**config.mk**
```make
export PLATFORM = sky130hd
export DESIGN_NAME = trex_collision
export DESIGN_NICKNAME = d
export VERILOG_FILES = /design/src/rtl/collision_pkg.sv /design/src/rtl/aabb_overlap.sv /design/src/rtl/trex_collision.sv
export SDC_FILE = /design/constraint.sdc
export NUM_CORES = 1
export LEC_CHECK = 0
export CORE_AREA = 2 2 110 112
export DETAILED_ROUTE_END_ITERATION = 8
export DIE_AREA = 0 0 112 114
export REMOVE_ABC_BUFFERS = 1
export SYNTH_ARGS = -nofsm -noshare
export SYNTH_HDL_FRONTEND = slang
export SYNTH_SLANG_ARGS = --single-unit
```
**constraint.sdc**
```tcl
create_clock -name clk -period 7.91 [get_ports clk]
set_clock_uncertainty 0.1 [all_clocks]
set_input_delay 2.373 -clock clk [delete_from_list [all_inputs] [get_ports clk]]
set_output_delay 2.373 -clock clk [all_outputs]
set_load 0.02 [all_outputs]
```
**src/rtl/collision_pkg.sv**
```systemverilog
// -----------------------------------------------------------------------------
// collision_pkg
// Shared types and constants for the trex collision checker.
//   coll_state_t : scan controller states (IDLE -> SCAN -> DRAIN -> IDLE)
//   box_t        : axis-aligned box {x, y, w, h} in screen pixels
//   shrink_size  : trims a box dimension by a total amount, clamping at zero
// -----------------------------------------------------------------------------
package collision_pkg;

  // Coordinate width of the trex position ports and of every box field.
  localparam int COORD_W_DEF = 10;

  // Pixels trimmed from each side of the trex box, so near misses stay alive.
  localparam int MARGIN_DEF  = 4;

  typedef enum logic [1:0] {
    IDLE  = 2'd0,
    SCAN  = 2'd1,
    DRAIN = 2'd2
  } coll_state_t;

  typedef struct packed {
    logic [COORD_W_DEF-1:0] x;
    logic [COORD_W_DEF-1:0] y;
    logic [COORD_W_DEF-1:0] w;
    logic [COORD_W_DEF-1:0] h;
  } box_t;

  // A dimension no larger than the total trim collapses to an empty box
  // instead of wrapping to a huge unsigned size.
  function automatic logic [COORD_W_DEF-1:0] shrink_size(
    input logic [COORD_W_DEF-1:0] size,
    input logic [COORD_W_DEF-1:0] trim
  );
    shrink_size = (size > trim) ? (size - trim) : '0;
  endfunction

endpackage : collision_pkg

```
**src/rtl/aabb_overlap.sv**
```systemverilog
// -----------------------------------------------------------------------------
// aabb_overlap
// Combinational axis-aligned bounding box overlap test.
// Ports:
//   i_a, i_b : the two boxes to test
//   o_hit    : 1 when the boxes share interior area
// Edges that only touch do not count as a hit, and a box with zero width or
// zero height never hits. Far edges are summed one bit wider than the
// coordinates so boxes near the right or bottom of the field cannot wrap.
// -----------------------------------------------------------------------------
module aabb_overlap
  import collision_pkg::*;
(
  input  box_t i_a,
  input  box_t i_b,
  output logic o_hit
);

  localparam int CW = COORD_W_DEF;

  logic [CW:0] w_a_x0;
  logic [CW:0] w_a_y0;
  logic [CW:0] w_b_x0;
  logic [CW:0] w_b_y0;
  logic [CW:0] w_a_x1;
  logic [CW:0] w_a_y1;
  logic [CW:0] w_b_x1;
  logic [CW:0] w_b_y1;
  logic        w_a_solid;
  logic        w_b_solid;
  logic        w_x_overlap;
  logic        w_y_overlap;

  assign w_a_x0 = {1'b0, i_a.x};
  assign w_a_y0 = {1'b0, i_a.y};
  assign w_b_x0 = {1'b0, i_b.x};
  assign w_b_y0 = {1'b0, i_b.y};

  assign w_a_x1 = {1'b0, i_a.x} + {1'b0, i_a.w};
  assign w_a_y1 = {1'b0, i_a.y} + {1'b0, i_a.h};
  assign w_b_x1 = {1'b0, i_b.x} + {1'b0, i_b.w};
  assign w_b_y1 = {1'b0, i_b.y} + {1'b0, i_b.h};

  assign w_a_solid = (i_a.w != '0) && (i_a.h != '0);
  assign w_b_solid = (i_b.w != '0) && (i_b.h != '0);

  // Strict comparisons: a shared edge is not an overlap.
  assign w_x_overlap = (w_a_x0 < w_b_x1) && (w_b_x0 < w_a_x1);
  assign w_y_overlap = (w_a_y0 < w_b_y1) && (w_b_y0 < w_a_y1);

  assign o_hit = w_a_solid && w_b_solid && w_x_overlap && w_y_overlap;

endmodule : aabb_overlap

```
**src/rtl/trex_collision.sv**
```systemverilog
// -----------------------------------------------------------------------------
// trex_collision
// On each game update tick, snapshots the trex box (shrunk by MARGIN on every
// side) and scans the obstacle slot table one slot per cycle through a
// 1-cycle-latency read port. The first overlapping valid slot sets a sticky
// crash flag and records its index.
// Ports:
//   clk, rst            clock; synchronous active-high reset
//   update              game tick pulse
//   enable              scans only start while high
//   restart             clears crash/hit_idx and aborts any scan
//   trex_x/y/w/h        trex box, sampled only when a scan starts
//   obs_rd_idx          slot index requested (registered)
//   obs_valid, obs_x/y/w/h
//                       slot data for the index requested one cycle earlier
//   crash               sticky hit flag
//   hit_idx             first slot that hit in the scan that set crash
//   done                1-cycle pulse when a scan completes
//   overrun             1-cycle pulse when an update arrives mid-scan
// Timing: a scan started at edge E0 raises done in the cycle after E0+N_OBS+1.
// -----------------------------------------------------------------------------
module trex_collision
  import collision_pkg::*;
#(
  parameter int N_OBS   = 4,
  parameter int IDX_W   = (N_OBS > 1) ? $clog2(N_OBS) : 1,
  // box_t fields are COORD_W_DEF wide; COORD_W must stay equal to it.
  parameter int COORD_W = COORD_W_DEF,
  parameter int MARGIN  = MARGIN_DEF
) (
  input  logic               clk,
  input  logic               rst,
  input  logic               update,
  input  logic               enable,
  input  logic               restart,
  input  logic [COORD_W-1:0] trex_x,
  input  logic [COORD_W-1:0] trex_y,
  input  logic [COORD_W-1:0] trex_w,
  input  logic [COORD_W-1:0] trex_h,
  output logic [IDX_W-1:0]   obs_rd_idx,
  input  logic               obs_valid,
  input  logic [COORD_W-1:0] obs_x,
  input  logic [COORD_W-1:0] obs_y,
  input  logic [COORD_W-1:0] obs_w,
  input  logic [COORD_W-1:0] obs_h,
  output logic               crash,
  output logic [IDX_W-1:0]   hit_idx,
  output logic               done,
  output logic               overrun
);

  localparam logic [COORD_W-1:0] MARGIN_OFF = COORD_W'(MARGIN);
  localparam logic [COORD_W-1:0] SIZE_TRIM  = COORD_W'(2 * MARGIN);
  localparam logic [IDX_W-1:0]   LAST_IDX   = IDX_W'(N_OBS - 1);

  // ---------------------------------------------------------------------------
  // State and registers
  // ---------------------------------------------------------------------------
  coll_state_t      r_state;
  coll_state_t      w_next_state;

  box_t             r_box;       // shrunk trex box captured at scan start
  logic [IDX_W-1:0] r_rd_idx;    // slot index currently presented to the table
  logic             r_cmp_v;     // obstacle inputs this cycle belong to a scan
  logic [IDX_W-1:0] r_cmp_slot;  // slot number of the data being compared
  logic             r_crash;
  logic [IDX_W-1:0] r_hit_idx;
  logic             r_done;
  logic             r_overrun;

  logic             w_start;
  logic             w_last_issue;
  logic             w_overlap;
  logic             w_slot_hit;
  box_t             w_obs_box;
  box_t             w_snap_box;

  assign w_start      = (r_state == IDLE) && update && enable;
  assign w_last_issue = (r_state == SCAN) && (r_rd_idx == LAST_IDX);

  assign w_snap_box = '{
    x: trex_x + MARGIN_OFF,
    y: trex_y + MARGIN_OFF,
    w: shrink_size(trex_w, SIZE_TRIM),
    h: shrink_size(trex_h, SIZE_TRIM)
  };

  assign w_obs_box = '{x: obs_x, y: obs_y, w: obs_w, h: obs_h};

  // ---------------------------------------------------------------------------
  // Overlap test against the slot returned by the read port
  // ---------------------------------------------------------------------------
  aabb_overlap u_overlap (
    .i_a   (r_box),
    .i_b   (w_obs_box),
    .o_hit (w_overlap)
  );

  assign w_slot_hit = r_cmp_v && obs_valid && w_overlap;

  // ---------------------------------------------------------------------------
  // FSM: state register
  // ---------------------------------------------------------------------------
  always_ff @(posedge clk) begin
    // NOTE: every clocked assignment uses <= so all registers sample the same
    // pre-edge values; a blocking = here would leak new values into later
    // statements of the same edge.
    if (rst) begin
      r_state <= IDLE;
    end else begin
      r_state <= w_next_state;
    end
  end

  // ---------------------------------------------------------------------------
  // FSM: next-state logic
  // ---------------------------------------------------------------------------
  always_comb begin
    // NOTE: default first so no path through the case leaves the output
    // unassigned, which would infer a latch.
    w_next_state = r_state;
    if (restart) begin
      w_next_state = IDLE;
    end else begin
      case (r_state)
        IDLE:    if (update && enable) w_next_state = SCAN;
        SCAN:    if (w_last_issue)     w_next_state = DRAIN;
        DRAIN:                         w_next_state = IDLE;
        default:                       w_next_state = IDLE;
      endcase
    end
  end

  // ---------------------------------------------------------------------------
  // Control path: read index, compare-valid, sticky result, pulses
  // ---------------------------------------------------------------------------
  always_ff @(posedge clk) begin
    if (rst) begin
      r_rd_idx  <= '0;
      r_cmp_v   <= 1'b0;
      r_crash   <= 1'b0;
      r_hit_idx <= '0;
      r_done    <= 1'b0;
      r_overrun <= 1'b0;
    end else if (restart) begin
      // Abort outright: a same-cycle hit, update or scan end is discarded.
      r_rd_idx  <= '0;
      r_cmp_v   <= 1'b0;
      r_crash   <= 1'b0;
      r_hit_idx <= '0;
      r_done    <= 1'b0;
      r_overrun <= 1'b0;
    end else begin
      // DRAIN always lasts exactly one cycle, so its exit edge is now.
      r_done    <= (r_state == DRAIN);
      r_overrun <= update && (r_state != IDLE);

      // Every index issued in SCAN returns data on the following cycle.
      r_cmp_v   <= (r_state == SCAN);

      if (w_start) begin
        r_rd_idx <= '0;
      end else if (r_state == SCAN) begin
        // Park at slot 0 after the last issue so the port idles there.
        r_rd_idx <= w_last_issue ? '0 : (r_rd_idx + 1'b1);
      end

      // Only the first hit since the last clear is recorded.
      if (w_slot_hit && !r_crash) begin
        r_crash   <= 1'b1;
        r_hit_idx <= r_cmp_slot;
      end
    end
  end

  // ---------------------------------------------------------------------------
  // Data path: snapshot box and the slot-number pipe
  // ---------------------------------------------------------------------------
  always_ff @(posedge clk) begin
    // NOTE: these hold data only, never control; every consumer is qualified
    // by r_cmp_v or by entering SCAN, so they are left without reset.
    if (w_start && !restart) begin
      r_box <= w_snap_box;
    end
    r_cmp_slot <= r_rd_idx;
  end

  assign obs_rd_idx = r_rd_idx;
  assign crash      = r_crash;
  assign hit_idx    = r_hit_idx;
  assign done       = r_done;
  assign overrun    = r_overrun;

endmodule : trex_collision

```
* Yosys cells after proc, flatten, opt, wreduce, memory -nomap -nowiden
Index checks and enable logic that the tools add are counted.
Storage, ports and cells: output and inout bits 7, bits of input ports 86, register bits after elaboration 52
Cells by class: reductions and logical operators 27, muxes and demuxes 4, $add $sub $neg 9, equality and inequality tests 5, $lt $le $gt $ge 6
Operators by type and width (number):
- $add 10x10->11 | 4
- $lt 10x11->1 | 4
- $reduce_bool 10->1 | 4
- $add 10x3->10 const B | 2
- $gt 10x4->1 const B | 2
- $sub 10x4->10 const B | 2
- $logic_and 1x1->1 | 16
- $mux 2 | 3
- $eq 2x2->1 const B | 2
- $pmux 2 s2 | 1
- $reduce_or 3->1 | 1
- $add 2x1->2 const B | 1
- $eq 2x1->1 const B | 1
- $logic_not 1->1 | 2
- $logic_not 2->1 | 1
- $ne 2x1->1 const B | 1
- $ne 2x2->1 const B | 1
- $reduce_and 2->1 | 1
- $reduce_bool 2->1 | 1
- $reduce_or 2->1 | 1

* Depth between registers and ports, before layout
Gate-level depths: netlist of run 1.
word-level depth 7, gate-level depth with buffers 16

* Modules after synthesis
From an unflattened synthesis of run 1, not the netlist that was laid out.
Second synthesis, totals: cell total of the unflattened synthesis 485, area total of the unflattened synthesis 4678.2 µm²
By module, submodules not included:
- aabb_overlap | cells an instance 317, instances 1, area an instance 2482.4 µm²
- trex_collision | cells an instance 168, instances 1, area an instance 2195.9 µm²

* Worst setup path before layout of run 1
OpenSTA, ideal clock, no wires.
kind input to register, from input obs_y[0], to register r_hit_idx[0] (netlist: hit_idx[0]), arrival 5.189 ns, slack 2.550 ns, required time 7.738 ns, stages 16, buffers on the path 0, library setup time 0.072 ns, cell sequence ha_1 -> fa_1 -> a21oi_1 -> nor2_1 -> o21ai_0 -> nand2b_1 -> a21oi_1 -> xor2_1 -> ha_1 -> and3_1 -> a22o_1 -> a311oi_1 -> o21ai_0 -> nand4b_1 -> o211a_4 -> mux2i_1
On the way: longest elaborated chain between the ends 6, elaborated cells between the ends (all ways) 7
RTL lines:
- start: declaration | RTL line trex_collision.sv:43 | input logic [COORD_W-1:0] obs_y,
- $add 10x10->11 | RTL line aabb_overlap.sv:42 | assign w_b_y1 = {1'b0, i_b.y} + {1'b0, i_b.h};
- $lt 10x11->1 | RTL line aabb_overlap.sv:49 | assign w_y_overlap = (w_a_y0 < w_b_y1) && (w_b_y0 < w_a_y1);
- $logic_and 1x1->1 * | RTL line aabb_overlap.sv:49
- $logic_and 1x1->1 * | RTL line aabb_overlap.sv:51 | assign o_hit = w_a_solid && w_b_solid && w_x_overlap && w_y_overlap;
- $logic_and 1x1->1 * | RTL line trex_collision.sv:99 | assign w_slot_hit = r_cmp_v && obs_valid && w_overlap;
- $logic_and 1x1->1 * | RTL line trex_collision.sv:169 | if (w_slot_hit && !r_crash) begin
- end signal: assignment | RTL line trex_collision.sv:171 | r_hit_idx <= r_cmp_slot;
- end: declaration | RTL line trex_collision.sv:67 | logic [IDX_W-1:0] r_hit_idx;
Every way passes the cells marked *; elsewhere a longest branch is shown, timed or not. A chain may end at the register's enable or synchronous reset.

* Worst setup path in the final report of run 1
Ends and elaborated chain as after synthesis.

==> flow_summary.json, run 1 <==
{
  "status": "finished, final reports clean",
  "rows": 40,
  "clock_power_share_pct": 26.8,
  "seq_area_frac_synth_pct": 31.6,
  "synth-edff-count": 40,
  "synth_area_um2": 4560,
  "postCtsResizedCells": 0,
  "ys_top_cells_by_count": "ha_1 (81), a21oi_1 (45), edfxtp_1 (40)",
  "setup_viol": 0,
  "postCtsSetupRepairBufs": 0,
  "reg2reg_to": "hit_idx[0]$_SDFFE_PP0P_",
  "viasPerCell": 5.17,
  "ys_ff_latch": 52,
  "rrSetupSlack_ns": 3.99,
  "cap_violations": 0,
  "swShare_pct": 27.7,
  "end_kind": "register",
  "syn_area_per_cell_um2": 9.78,
  "cts_tree": "built",
  "dpl.cell_count": 705,
  "cts_max_path_buffers": 2,
  "max_clock_freq_mhz": 172,
  "crit_slowest_cell": "clkdlybuf4s50_1",
  "period_share_pct": 73.5,
  "cp_max_fo": 3,
  "synth_flop_cell": "edfxtp_1",
  "synth_cell_types": 49,
  "vdd_ir_drop_max_mv": 0.127,
  "cts_inserted_buffers": 5,
  "antenna_cells": 0,
  "critPathKind": "in -> reg",
  "drc_errors": 0,
  "clk_latency_ns": 0.28,
  "root_buffer": "clkbuf_16",
  "dp_hpwl_um": 8850,
  "crit_required_ns": 8.03,
  "layout.nets": 736,
  "power_frac_comb_pct": 32.2,
  "drtAntennaViolNets": 0,
  "grt_pass1_vias": 3856,
  "final.min_clock_period_ns": 5.81,
  "hold_viol": 0,
  "grt.overflow.total": 0,
  "setup-tns-final_ns": 0,
  "synth_cells": 466,
  "globalRouteTotalUtil_pct": 16.8,
  "drive_gt1_share_pct": 3.71,
  "die_area_um2": 12800,
  "dr.pass1.iters": 6,
  "crit_chain": "clkdlybuf4s50_1, ha_1, fa_1, a21oi_1, nor2_1, o21ai_0, nand2b_1, a21oi_1, xor2_1, ha_1, and3_1, a22o_1, a311oi_1, o21ai_0, nand4b_1, o211a_4, mux2i_1",
  "p_int_mw": 0.546,
  "rr_worst_depth": 15,
  "wl_per_cell_um": 14.3,
  "cp-start-kind": "input port",
  "seqPwrFrac_pct": 41.0,
  "place_congestion": 0.892,
  "die_y_um": 114,
  "synth_top_cell_by_area": "edfxtp_1",
  "grt_pass1_wl_um": 17400,
  "worstSetupEndpoint": "hit_idx[0]$_SDFFE_PP0P_",
  "cpPeakStageDelay_ns": 0.43,
  "synth.most_common_cell": "ha_1",
  "dr_total_vias": 3686,
  "cts_sinks": 52,
  "initial_core_util_pct": 38.9,
  "yosys.area.top_type_share_pct": 26.4,
  "critPathArrivalTime_ns": 5.93,
  "r2r-start": "r_box[10]$_SDFFCE_PP0P_",
  "slew_violations": 0,
  "p_sw_mw": 0.209,
  "synth_area_leaders": "edfxtp_1 (26%), ha_1 (22%), dfxtp_1 (5.3%), xnor2_1 (5.0%), a21oi_1 (4.9%)",
  "dr.first_iter.drc_count": 134,
  "worstMarginPinSlew_ns": 1.06,
  "cts_hold_buf": 0,
  "grt_max_degree": 41,
  "final_cells": 713,
  "dieWidth_um": 112,
  "wl_um": 10200,
  "relSlewSlack_pct": 29.3,
  "crit_path_start": "obs_y[0]",
  "ys_async_sr_fraction_pct": 0,
  "clkSlewWorstSetupHoldPaths_ns": 0.06,
  "syn_to_final_growth_pct": 27.4,
  "htreeDepth": 2,
  "io_pins": 93,
  "portBuffers": 92,
  "coreArea_um2": 11700,
  "hold_class": "reg -> reg",
  "power_density_nw_per_um2": 130,
  "rsz0062_at_grt": "false",
  "p_leak_nw": 2.35,
  "synth.yosys.warnings": 0,
  "antenna_found_initial": 0
}
## per-layer routing
layer  up-vias  part of all wire (%)  routed length, µm  GRT usage (%)
met3        17                   4.3                442           3.45
met5         -                     0                  0              0
met2        68                    44               4480           27.2
met4         0                   2.5                260           6.34
met1      1666                    49               5050           22.3
li1       1935                     -                  -              -
## power groups by stage
stage          combinational, mW  clock, mW  sequential (mW)
3_5_place_dp               0.243          0            0.315
4_1_cts                    0.245      0.207            0.309
2_1_floorplan              0.154          0            0.313
6_report                   0.243      0.202            0.309
5_1_grt                    0.280      0.219            0.310
3_3_place_gp               0.235          0            0.315
## stage by stage
step | utilization, % | power (mW) | worst slack [ns] | instance area (µm²) | hold slack, ns
finish | 49.6 | 0.754 | 2.10 | 5800 | 0.299
global route | 49.6 | 0.809 | 1.76 | 5800 | 0.312
CTS | 49.6 | 0.761 | 2.08 | 5800 | 0.300
detailed placement | 48.4 | 0.558 | 1.78 | 5670 | 0.289
global placement | 48.4 | 0.550 | 1.86 | 5670 | 0.287
floorplan | - | 0.467 | 2.55 | 4560 | 0.324
## registers in the layout (all words and copies together), names as in the netlist, 2 cells and up
register / cells
hit_idx: 2
obs_rd_idx: 2
r_box: 40
r_cmp_slot: 2
r_state: 2
## cells in the final DEF (no fill, tap or decap), drive strengths merged, types with 21 or more instances in the layout
| cell type | count |
|---|---|
| xor2 | 21 |
| nor2 | 34 |
| a21oi | 47 |
| o21ai | 24 |
| inv | 23 |
| ha | 81 |
| clkdlybuf4s50 | 92 |
| nand2 | 24 |
| edfxtp | 40 |
| xnor2 | 26 |
## kinds of logic (layout without fill, tap and decap cells)
kind of cell	after synthesis	in the layout	share of synthesized area, %
muxes	6	6	1.37
adders and majority gates	85	85	24.0
buffers and inverters	23	123	1.90
DFF	52	52	31.6
xor gates and xnor gates	47	47	9.04
AOI/OAI and AO/OA	110	110	15.7
and+or+nand+nor	143	143	16.3
## worst min path at each step
| stage | start | end | cells after the start |
|---|---|---|---|
| final | obs_rd_idx[1]$_SDFFE_PP0P_ | r_cmp_slot[1]$_DFF_P_ | 0 |
| after global placement | obs_rd_idx[1]$_SDFFE_PP0P_ | r_cmp_slot[1]$_DFF_P_ | 0 |
| after floorplan | r_cmp_slot[0]$_DFF_P_ | hit_idx[0]$_SDFFE_PP0P_ | 2 |
| after global routing | obs_rd_idx[1]$_SDFFE_PP0P_ | r_cmp_slot[1]$_DFF_P_ | 0 |
| after detailed placement | obs_rd_idx[1]$_SDFFE_PP0P_ | r_cmp_slot[1]$_DFF_P_ | 0 |
| after CTS | obs_rd_idx[1]$_SDFFE_PP0P_ | r_cmp_slot[1]$_DFF_P_ | 0 |
## final cells by class
class,instances,area (µm²)
inverters,23,86.3
clock inverters,1,3.75
multi-input cells,391,3040
flip-flops and latches,52,1440
repair buffers,92,921
well taps,147,184
fillers,1130,5910
clock buffers,7,133
## critical path, delay by kind of cell
family	cells	cell delay, ns
compound gates	7	1.42
simple gates	4	0.44
mux	1	0.17
buf+inv	1	0.43
fa+ha+maj	3	0.90
xor+xnor	1	0.17
(Power assumes the default switching activity.)
==> run 2, diff against run 1 <==
--- a/config.mk
+++ b/config.mk
@@ -8,6 +8,7 @@
 export CORE_AREA = 2 2 110 112
 export DETAILED_ROUTE_END_ITERATION = 8
 export DIE_AREA = 0 0 112 114
+export PLACE_DENSITY = 0.66
 export REMOVE_ABC_BUFFERS = 1
 export SYNTH_ARGS = -nofsm -noshare
 export SYNTH_HDL_FRONTEND = slang
==> constraint.sdc (replaced) <==
create_clock -name clk -period 4.9 [get_ports clk]
set_clock_uncertainty 0.1 [all_clocks]
set_input_delay 1.47 -clock clk [delete_from_list [all_inputs] [get_ports clk]]
set_output_delay 1.47 -clock clk [all_outputs]
set_load 0.02 [all_outputs]
==> run 2 against run 1 <==
Sequential power is 61% higher. Critical endpoint is now hit_idx[1]$_SDFFE_PP0P_. Register-to-register slack got worse by 3.0 ns. Core utilization increased by 0.74 points. Final cell count up 1.1%. Wire length is 2.1% higher.
==> flow_summary.json, run 2 (synthesis results as in run 1) <==
{
  "cp_max_fo": 3,
  "grt_max_degree": 41,
  "fin_hold_ws_ns": 0.297,
  "place_congestion": 0.827,
  "die_y_um": 114,
  "max_clock_freq_mhz": 214,
  "layout.nets": 744,
  "layout_commonest_cell": "clkdlybuf4s50_1",
  "final_area_um2": 5890,
  "grt_pass1_vias": 3787,
  "fin_util_pct": 50.3,
  "coreArea_um2": 11700,
  "hold_viol": 0,
  "antenna_cells": 0,
  "clock_power_share_pct": 27.3,
  "syn_to_final_growth_pct": 29.3,
  "dp_hpwl_um": 9010,
  "final-seq-area_um2": 1440,
  "die_area_um2": 12800,
  "rsz0062_at_grt": "false",
  "p_leak_nw": 2.39,
  "wl_per_cell_um": 14.5,
  "crit_buf_inv": 2,
  "drc_errors": 0,
  "relSlewSlack_pct": 30.1,
  "htreeDepth": 2,
  "dr.first_iter.drc_count": 152,
  "grt.overflow.total": 0,
  "cts_inserted_buffers": 5,
  "viasPerCell": 5.23,
  "status": "finished, final reports clean",
  "dieWidth_um": 112,
  "final_cell_mix": "clkdlybuf4s50_1 (92), ha_1 (81), a21oi_1 (43)",
  "critPathKind": "in -> reg",
  "regMostFlops": "r_box",
  "cpPeakStageDelay_ns": 0.46,
  "dr.pass1.iters": 6,
  "power_density_nw_per_um2": 211,
  "period_share_pct": 95.4,
  "hold_class": "reg -> reg",
  "clkSlewWorstSetupHoldPaths_ns": 0.07,
  "initial_core_util_pct": 38.9,
  "critPathArrivalTime_ns": 4.79,
  "seqPwrFrac_pct": 40.1,
  "crit_slowest_cell": "clkdlybuf4s50_1",
  "cp-start-kind": "input port",
  "portBuffers": 92,
  "cts_max_path_buffers": 2,
  "worstMarginPinSlew_ns": 1.05,
  "p_sw_mw": 0.353,
  "drive_gt1_share_pct": 6.27,
  "multi_input_area_um2": 3050,
  "crit_chain": "clkdlybuf4s50_1, buf_4, ha_1, a21o_1, a21oi_1, o21bai_1, a21oi_1, xor2_1, ha_1, and3_1, a22o_1, a311oi_2, o21ai_1, nand4b_1, o211a_4, mux2i_1",
  "globalRouteTotalUtil_pct": 16.8,
  "antenna_found_initial": 0,
  "power_frac_comb_pct": 32.5,
  "cts_sinks": 52,
  "wl_um": 10400,
  "setup_viol": 0,
  "critPathTopFamily": "compound AO/OA/AOI/OAI gates",
  "place_area_um2": 5730,
  "largest_register_ffs": 40,
  "fillers": 1126,
  "io_pins": 93,
  "final.min_clock_period_ns": 4.67,
  "postCtsSetupRepairBufs": 0,
  "clk_latency_ns": 0.29,
  "grt_pass1_wl_um": 17500,
  "cap_violations": 0,
  "dr_total_vias": 3773,
  "slew_violations": 0,
  "crit_required_ns": 5.02,
  "p_int_mw": 0.890,
  "postCtsResizedCells": 0,
  "drtAntennaViolNets": 0,
  "setup-tns-final_ns": 0,
  "cts_hold_buf": 0,
  "rows": 40,
  "vdd_ir_drop_max_mv": 0.167,
  "swShare_pct": 28.4,
  "root_buffer": "clkbuf_16",
  "cts_tree": "built",
  "end_kind": "register"
}
[run 2: cell types whose count changed in the layout (fill, tap and decap cells not counted), moves of 2 or more]
cell,previous run,this run
buf_4,0,8
a21oi_1,45,43
a21oi_2,2,4
clkbuf_1,2,0
o21ai_0,24,22
o21ai_1,0,2
[run 2: power groups by stage]
stage | Clock [mW] | Sequential [mW] | Combinational, mW
after global placement | 0 | 0.508 | 0.386
after CTS | 0.352 | 0.499 | 0.402
after global routing | 0.365 | 0.500 | 0.458
after detailed placement | 0 | 0.508 | 0.398
final | 0.340 | 0.499 | 0.405
after floorplan | 0 | 0.505 | 0.249
[run 2: layout make-up]
type                       count  share of cell area [%]
multi-input combinational    391                    51.8
inverter                      23                    1.47
clock inverter                 3                   0.361
clock buffer                   5                    2.12
timing repair buffer         100                    16.7
sequential                    52                    24.5
tap                          147                    3.12
[run 2: worst paths after layout]
check	endpoint	cells past startpoint	from	slack (ns)
setup reg to reg	hit_idx[1]$_SDFFE_PP0P_	15	r_box[10]$_SDFFCE_PP0P_	0.96
hold / removal	r_cmp_slot[1]$_DFF_P_	0	obs_rd_idx[1]$_SDFFE_PP0P_	0.30
setup / recovery	hit_idx[1]$_SDFFE_PP0P_	16	obs_y[1]	0.23
hold reg to reg	r_cmp_slot[1]$_DFF_P_	0	obs_rd_idx[1]$_SDFFE_PP0P_	0.30
[run 2: worst reg2reg max path, cell delays in order (launching register included)]
cell,delay [ns]
edfxtp_1,0.41
ha_1,0.25
fa_1,0.43
a21oi_1,0.15
nor2_1,0.06
o21ai_0,0.28
a21oi_1,0.13
a21oi_1,0.20
xor2_1,0.18
ha_1,0.26
a21o_2,0.23
a2111oi_4,0.35
a21oi_2,0.11
a221oi_2,0.31
o211a_4,0.24
mux2i_1,0.18
[run 2: metal layers]
layer	vias up	part of all wire, %	global-route usage [%]
li1	1957	-	-
met2	74	47	29.7
met4	0	1.0	4.07
met5	-	0	0
met3	8	3.7	2.34
met1	1734	48	21.8
[run 2: metrics by stage]
step / cells / power (mW) / worst slack (ns)
after global placement: 713 / 0.895 / -0.143
after global routing: 721 / 1.32 / 0.0226
after CTS: 721 / 1.25 / 0.0956
after floorplan: 466 / 0.754 / 0.443
after detailed placement: 713 / 0.907 / -0.197
final: 721 / 1.24 / 0.226
